**config.mk**
```make
export PLATFORM = sky130hd
export DESIGN_NAME = crc5_t
export DESIGN_NICKNAME = d
export VERILOG_FILES = /design/src/rtl/crc5_t.sv
export SDC_FILE = /design/constraint.sdc
export NUM_CORES = 1
export LEC_CHECK = 0
export BUFFER_PORTS_ARGS = -buffer_cell sky130_fd_sc_hd__buf_2
export CAP_MARGIN = 30
export CORE_UTILIZATION = 43
export DETAILED_ROUTE_END_ITERATION = 10
export PLACE_DENSITY = 0.76
export SLEW_MARGIN = 30
export SYNTH_ARGS = -nofsm -noshare
export SYNTH_HDL_FRONTEND = slang
export SYNTH_SLANG_ARGS = --single-unit
```
**constraint.sdc**
```tcl
create_clock -name clk -period 4.8 [get_ports clk]
set_input_delay 0.48 -clock clk [delete_from_list [all_inputs] [get_ports clk]]
set_output_delay 0.48 -clock clk [all_outputs]
set_load 0.02 [all_outputs]
```
**src/rtl/crc5_t.sv**
```systemverilog
// Token/handshake/data packet serializer to the phy byte stream, with a USB-style CRC5 on tokens.
// Optional macro CRC5_T_ERR_INJECT_EN adds crc5_err_inject to corrupt one CRC5 bit per token.
module crc5_t (
  input  logic       clk,
  input  logic       rst_n,
  input  logic       tx_pid_en,
  input  logic [3:0] tx_pid,
  input  logic [6:0] tx_addr,
  input  logic [3:0] tx_endp,
  input  logic       tx_sop,
  input  logic       tx_eop,
  input  logic       tx_valid,
  input  logic [7:0] tx_data,
  output logic       tx_ready,
  output logic       tx_lp_sop,
  output logic       tx_lp_eop,
  output logic       tx_lp_valid,
  output logic [7:0] tx_lp_data,
  input  logic       tx_lp_ready,
  output logic       tx_busy,
`ifdef CRC5_T_ERR_INJECT_EN
  input  logic       crc5_err_inject,
`endif
  output logic       tx_done
);

  localparam logic [2:0] ST_IDLE = 3'd0;
  localparam logic [2:0] ST_PID  = 3'd1;
  localparam logic [2:0] ST_TOK1 = 3'd2;
  localparam logic [2:0] ST_TOK2 = 3'd3;
  localparam logic [2:0] ST_DATA = 3'd4;

  logic [2:0] state_q, state_d;
  logic [3:0] pid_q, pid_d;
  logic [6:0] addr_q, addr_d;
  logic [3:0] endp_q, endp_d;
  logic       err_q, err_d;
  logic       done_q, done_d;
  logic [4:0] crc_rem;
  logic [4:0] crc_field;
  logic       unused_sop;

  assign unused_sop = tx_sop;

  // Bit-serial LFSR unrolled over addr[0..6], endp[0..3]; preset all ones.
  function automatic logic [4:0] crc5_calc(input logic [10:0] din);
    logic [4:0] c;
    c = 5'b11111;
    for (int i = 0; i < 11; i++) begin
      c = {c[3:0], 1'b0} ^ ((din[i] ^ c[4]) ? 5'b00101 : 5'b00000);
    end
    return c;
  endfunction

  assign crc_rem   = crc5_calc({endp_q, addr_q});
  // Field goes out bit-reversed: remainder MSB lands on tx_lp_data[3].
  assign crc_field = {~crc_rem[0] ^ err_q, ~crc_rem[1], ~crc_rem[2], ~crc_rem[3], ~crc_rem[4]};

  always_comb begin
    state_d     = state_q;
    pid_d       = pid_q;
    addr_d      = addr_q;
    endp_d      = endp_q;
    err_d       = err_q;
    done_d      = 1'b0;
    tx_lp_valid = 1'b0;
    tx_lp_sop   = 1'b0;
    tx_lp_eop   = 1'b0;
    tx_lp_data  = 8'h00;
    tx_ready    = 1'b0;
    case (state_q)
      ST_IDLE: begin
        if (tx_pid_en) begin
          state_d = ST_PID;
          pid_d   = tx_pid;
          addr_d  = tx_addr;
          endp_d  = tx_endp;
`ifdef CRC5_T_ERR_INJECT_EN
          err_d   = crc5_err_inject;
`else
          err_d   = 1'b0;
`endif
        end
      end
      ST_PID: begin
        tx_lp_valid = 1'b1;
        tx_lp_sop   = 1'b1;
        tx_lp_eop   = ~pid_q[0];
        tx_lp_data  = {~pid_q, pid_q};
        if (tx_lp_ready) begin
          case (pid_q[1:0])
            2'b01:   state_d = ST_TOK1;
            2'b11:   state_d = ST_DATA;
            default: begin
              state_d = ST_IDLE;
              done_d  = 1'b1;
            end
          endcase
        end
      end
      ST_TOK1: begin
        tx_lp_valid = 1'b1;
        tx_lp_data  = {endp_q[0], addr_q};
        if (tx_lp_ready) state_d = ST_TOK2;
      end
      ST_TOK2: begin
        tx_lp_valid = 1'b1;
        tx_lp_eop   = 1'b1;
        tx_lp_data  = {crc_field, endp_q[3:1]};
        if (tx_lp_ready) begin
          state_d = ST_IDLE;
          done_d  = 1'b1;
        end
      end
      ST_DATA: begin
        tx_lp_valid = tx_valid;
        tx_lp_eop   = tx_eop;
        tx_lp_data  = tx_data;
        tx_ready    = tx_lp_ready;
        if (tx_valid && tx_lp_ready && tx_eop) begin
          state_d = ST_IDLE;
          done_d  = 1'b1;
        end
      end
      default: state_d = ST_IDLE;
    endcase
  end

  always_ff @(posedge clk) begin
    if (!rst_n) begin
      state_q <= ST_IDLE;
      pid_q   <= 4'h0;
      addr_q  <= 7'h00;
      endp_q  <= 4'h0;
      err_q   <= 1'b0;
      done_q  <= 1'b0;
    end else begin
      state_q <= state_d;
      pid_q   <= pid_d;
      addr_q  <= addr_d;
      endp_q  <= endp_d;
      err_q   <= err_d;
      done_q  <= done_d;
    end
  end

  assign tx_busy = (state_q != ST_IDLE);
  assign tx_done = done_q;

endmodule

```
Word-level counts from Yosys, hierarchy flattened

Cells that the tools add are included.

Bits of input ports: 30
Output and inout bits: 14
Register bits after elaboration: 19

Equal/unequal tests: 11
Multiplexer cells: 28
Bitwise gates (word level): 28
Reductions and logical operators: 8

Operators with widths:

| kind                 | number |
|---|---|
| $xor A5 B3 Y5        | 10 |
| $mux W3              | 16 |
| $pmux W8 S4          | 1 |
| $pmux W3 S5          | 1 |
| $ne A2 B2 Y1 const B | 5 |
| $xor A1 B1 Y1        | 10 |
| $eq A3 B2 Y1 const B | 2 |
| $mux W1              | 6 |
| $not A1 Y1           | 6 |
| $pmux W1 S3          | 2 |
| $pmux W3 S2          | 1 |
| $reduce_and A5 Y1    | 1 |
| $not A2 Y4           | 1 |
| $not A4 Y4           | 1 |
| $eq A3 B1 Y1 const B | 1 |
| $eq A3 B3 Y1 const B | 1 |
| $logic_not A3 Y1     | 1 |
| $reduce_bool A3 Y1   | 1 |
| $reduce_or A3 Y1     | 1 |
| $eq A2 B1 Y1 const B | 1 |
| $eq A2 B2 Y1 const B | 1 |
| $logic_and A1 B1 Y1  | 2 |
| $pmux W1 S2          | 1 |
| $reduce_and A2 Y1    | 1 |
| $reduce_or A2 Y1     | 1 |

Depth between registers and ports, before layout

Word-level depth: 34
Depth in mapped cells: 7

Worst setup path after synthesis

OpenSTA, ideal clock, no wires.

Kind: register to output
From: register addr_q[1]
To: output port tx_lp_data[5]
Cell stages (with the launch flop): 5
Data required time: 4.320 ns
Path buffers: 0
Data arrival time: 1.582 ns
Slack: 2.738 ns
Path through: dfxtp_1 -> xor2_1 -> xnor3_2 -> xor2_1 -> a221o_1

Longest elaborated chain between the ends: 20

Ends and longest elaborated chain:

| what                        | line | source |
|---|---|---|
| start: declaration          | 35   | `logic [6:0] addr_q, addr_d;` |
| start signal: assignment    | 140  | `addr_q <= addr_d;` |
| $xor A1 B1 Y1               | 50   | `c = {c[3:0], 1'b0} ^ ((din[i] ^ c[4]) ? 5'b00101 : 5'b00000);` |
| $mux W3                     | 50   |  |
| $xor A5 B3 Y5 (3 in series) | 50   |  |
| $xor A1 B1 Y1               | 50   |  |
| $mux W3                     | 50   |  |
| $xor A5 B3 Y5 (3 in series) | 50   |  |
| $xor A1 B1 Y1               | 50   |  |
| $mux W3                     | 50   |  |
| $xor A5 B3 Y5 (3 in series) | 50   |  |
| $xor A1 B1 Y1               | 50   |  |
| $mux W3                     | 50   |  |
| $xor A5 B3 Y5               | 50   |  |
| $not A1 Y1                  | 57   | `assign crc_field = {~crc_rem[0] ^ err_q, ~crc_rem[1], ~crc_rem[2], ~crc_rem[3], ~crc_rem[4]};` |
| $pmux W8 S4                 | 71   | `case (state_q)` |
| end: declaration            | 18   | `output logic [7:0] tx_lp_data,` |

No other way between the ends.

Final worst setup path

Ends and elaborated chain as after synthesis.

==> flow_summary.json <==
{
  "hold_violations": 0,
  "yosysTopAreaCell": "dfxtp_1",
  "skew_ns": 0.00210,
  "min_period_ns": 2.57,
  "switching_share_pct": 32.0,
  "area.growth.synth_to_final_pct": 19.6,
  "cp.arrival_ns": 2.09,
  "synth_nets": 182,
  "finalMaxSlewViolations": 0,
  "cts_tree": "yes",
  "grt-ovfl-total": 0,
  "cp.required_ns": 4.32,
  "rr_endpoint": "pid_q[3]",
  "drc": 0,
  "rows": 18,
  "endpoint": "tx_lp_data[5]",
  "rsz0062_at_grt": "no",
  "dp_hpwl_mm": 2.21,
  "viasPerCell": 5.33,
  "period_share_pct": 53.5,
  "p_int_uw": 254,
  "synth_edf_count": 0,
  "topRoutingLayerUsed": "met4",
  "gp_congestion": 0.904,
  "coreArea_um2": 2540,
  "initial_core_util_pct": 47.1,
  "critical-path-top-delay-family": "XOR/XNOR gates",
  "vdd_drop_max_v": 0.000177,
  "ctsHoldBuffers": 0,
  "ys_warn_count": 0,
  "cp.buffers_inverters": 1,
  "power.leakage_nw": 0.653,
  "final_layout_size_suffix_gt1_share_pct": 27.1,
  "cts_root_buf": "clkbuf_4",
  "fp.dieH_um": 54.8,
  "route.met2.wl_mm": 1.35,
  "drt_iter0_drc": 19,
  "grt_pass1_vias": 1080,
  "vias": 1161,
  "grt_pass1_wl_mm": 4.56,
  "synth_cells": 152,
  "r2r_slack_ns": 3.16,
  "cp_max_fo": 4,
  "p_clk_share_pct": 22.6,
  "cpMaxStageDelayCell": "xnor3_2",
  "cts-resized-gates": 0,
  "crit_type": "reg2out",
  "power.density_nw_per_um2": 261,
  "routed_wl_mm": 2.80,
  "clock_sinks": 19,
  "cp_cell_sequence": "xor2_1, xnor3_2, xor2_1, a221o_1, buf_2",
  "synth_xor_area_share_pct": 14.6,
  "synth_most_common_cell": "nand2_1",
  "max_slew_margin_pct": 67.3,
  "min_from": "tx_addr[6]",
  "max_freq_ghz": 0.389,
  "synth_top_family_by_area": "compound AO/OA/AOI/OAI gates",
  "ys_seq_area_share_pct": 31.8,
  "ys.flop_type": "dfxtp_1",
  "async_reset_ff_share_pct": 0,
  "synth_common_cells": "nand2_1, dfxtp_1, a21boi_1",
  "status": "complete, no violations",
  "synth.distinct_cells": 32,
  "io_buffers": 42,
  "gr-usage-all-layers_pct": 21.2,
  "cts_setup_buffers": 0,
  "insertion_delay_ns": 0.30,
  "antenna_cells": 0,
  "slowest_delay_ns": 0.49,
  "syn_avg_cell_area_um2": 7.88,
  "clk_path_buf_depth": 2,
  "cp-start-kind": "flip-flop",
  "yosys.area.top_type_share_pct": 31.8,
  "synth_area_leaders": "dfxtp_1, nand2_1, a21boi_1",
  "die_area_um2": 3000,
  "report.final.setup_viol": 0,
  "wire_per_inst_um": 12.8,
  "holdPathStages": 3,
  "crit_path_end_kind": "primary output",
  "wl_met3_um": 174,
  "synth_fa_ha_area_share_pct": 0,
  "grt_max_degree": 19,
  "ios": 44,
  "hold_class": "in2reg",
  "power_frac_seq_pct": 47.7,
  "worst_pin_slew_ns": 0.490,
  "combinationalPowerShare_pct": 29.7,
  "fin_cells": 218,
  "power_switching_uw": 120,
  "worstRegToRegCells": 4,
  "layout.nets": 219,
  "synth_area_um2": 1200,
  "wl_met1_mm": 1.25,
  "synthSimpleGateAreaFrac_pct": 23.3,
  "r2r_start": "state_q[2]",
  "cts_buffers": 3,
  "dp.cells": 214,
  "muxShareOfSynthArea_pct": 2.82,
  "die_w_um": 54.8,
  "firstDrtPassIters": 4,
  "ant_nets": 0,
  "crit_start": "addr_q[1]",
  "tns_ns": 0,
  "ys_ff_latch": 19,
  "cp.depth": 5,
  "cpMostUsedCell": "xor2_1",
  "synth-compound-area-share_pct": 23.6,
  "maxCapViolCount": 0,
  "antenna_found_initial": 0,
  "htreeDepth": 1,
  "clk_pin_slew_worst_paths_ns": 0.11
}
## worst min-delay path by stage
stage / endpoint / slack (ns)
detailed placement: pid_q[1] / 0.47
finish: addr_q[6] / 0.40
global route: addr_q[4] / 0.41
CTS: pid_q[0] / 0.39
floorplan: pid_q[2] / 0.45
global placement: pid_q[2] / 0.46
## worst min-delay path, cell delays in order
cell	delay, ns
buf_2	0.10
nand2_1	0.04
a21boi_1	0.05
## registers in the layout, summed over array words and instances (netlist names)
signal / flops
tx_done: 1
pid_q: 4
state_q: 3
addr_q: 7
endp_q: 4
## through the flow
step,total power [mW],util (%),cell area (um^2),hold WS [ns],setup slack [ns]
CTS,0.376,56.3,1430,0.394,2.23
global route,0.393,56.3,1430,0.414,2.14
finish,0.374,56.3,1430,0.399,2.23
floorplan,0.261,-,1200,0.446,2.74
detailed placement,0.293,55.3,1410,0.472,2.57
global placement,0.289,55.3,1410,0.463,2.60
## cell type report
type                    count  area [um^2]
clock buffers               4         26.3
fillers                   254         1110
inverters                   2         7.51
well taps                  30         37.5
multi-input cells         121          771
repair buffers             42          210
flip-flops and latches     19          380
## logic make-up after synthesis
| logic type | Yosys count |
|---|---|
| and+or+nand+nor | 64 |
| xor gates and xnor gates | 15 |
| buffers and inverters | 12 |
| DFF | 19 |
| muxes | 3 |
| AOI/OAI and AO/OA | 39 |
## layer usage
| layer | vias up | track usage, % |
|---|---|---|
| li1 | 590 | - |
| met1 | 527 | 25.1 |
| met5 | - | 0 |
| met2 | 40 | 38.2 |
| met3 | 4 | 3.06 |
| met4 | 0 | 7.69 |
## power by group through the flow
stage                     Sequential [mW]  Clock, mW  Combinational (mW)
final                               0.178     0.0844               0.111
after global routing                0.180     0.0904               0.123
after CTS                           0.178     0.0858               0.112
after detailed placement            0.182          0               0.111
after global placement              0.181          0               0.108
after floorplan                     0.178          0              0.0838
## placed cells by master (no fill, tap or decap), drive strengths merged
cell type | Yosys | final
a22o | 1 | 1
nor3b | 1 | 1
mux2 | 3 | 3
xor2 | 3 | 3
o22ai | 1 | 1
nor3 | 2 | 2
dfxtp | 19 | 19
nand3 | 2 | 2
and3 | 1 | 1
nor2 | 8 | 8
o21ai | 6 | 6
nand2 | 39 | 39
nor2b | 4 | 4
a22oi | 5 | 5
a221o | 3 | 3
xnor3 | 2 | 2
a21o | 1 | 1
nor4 | 1 | 1
a32oi | 1 | 1
nand2b | 3 | 3
buf | 1 | 42
xnor2 | 10 | 10
a2bb2oi | 2 | 2
clkbuf | 9 | 4
o221ai | 1 | 1
inv | 2 | 2
a21oi | 3 | 3
and2 | 3 | 3
a21boi | 15 | 15
Note: power is estimated with default switching activity, not from simulation.
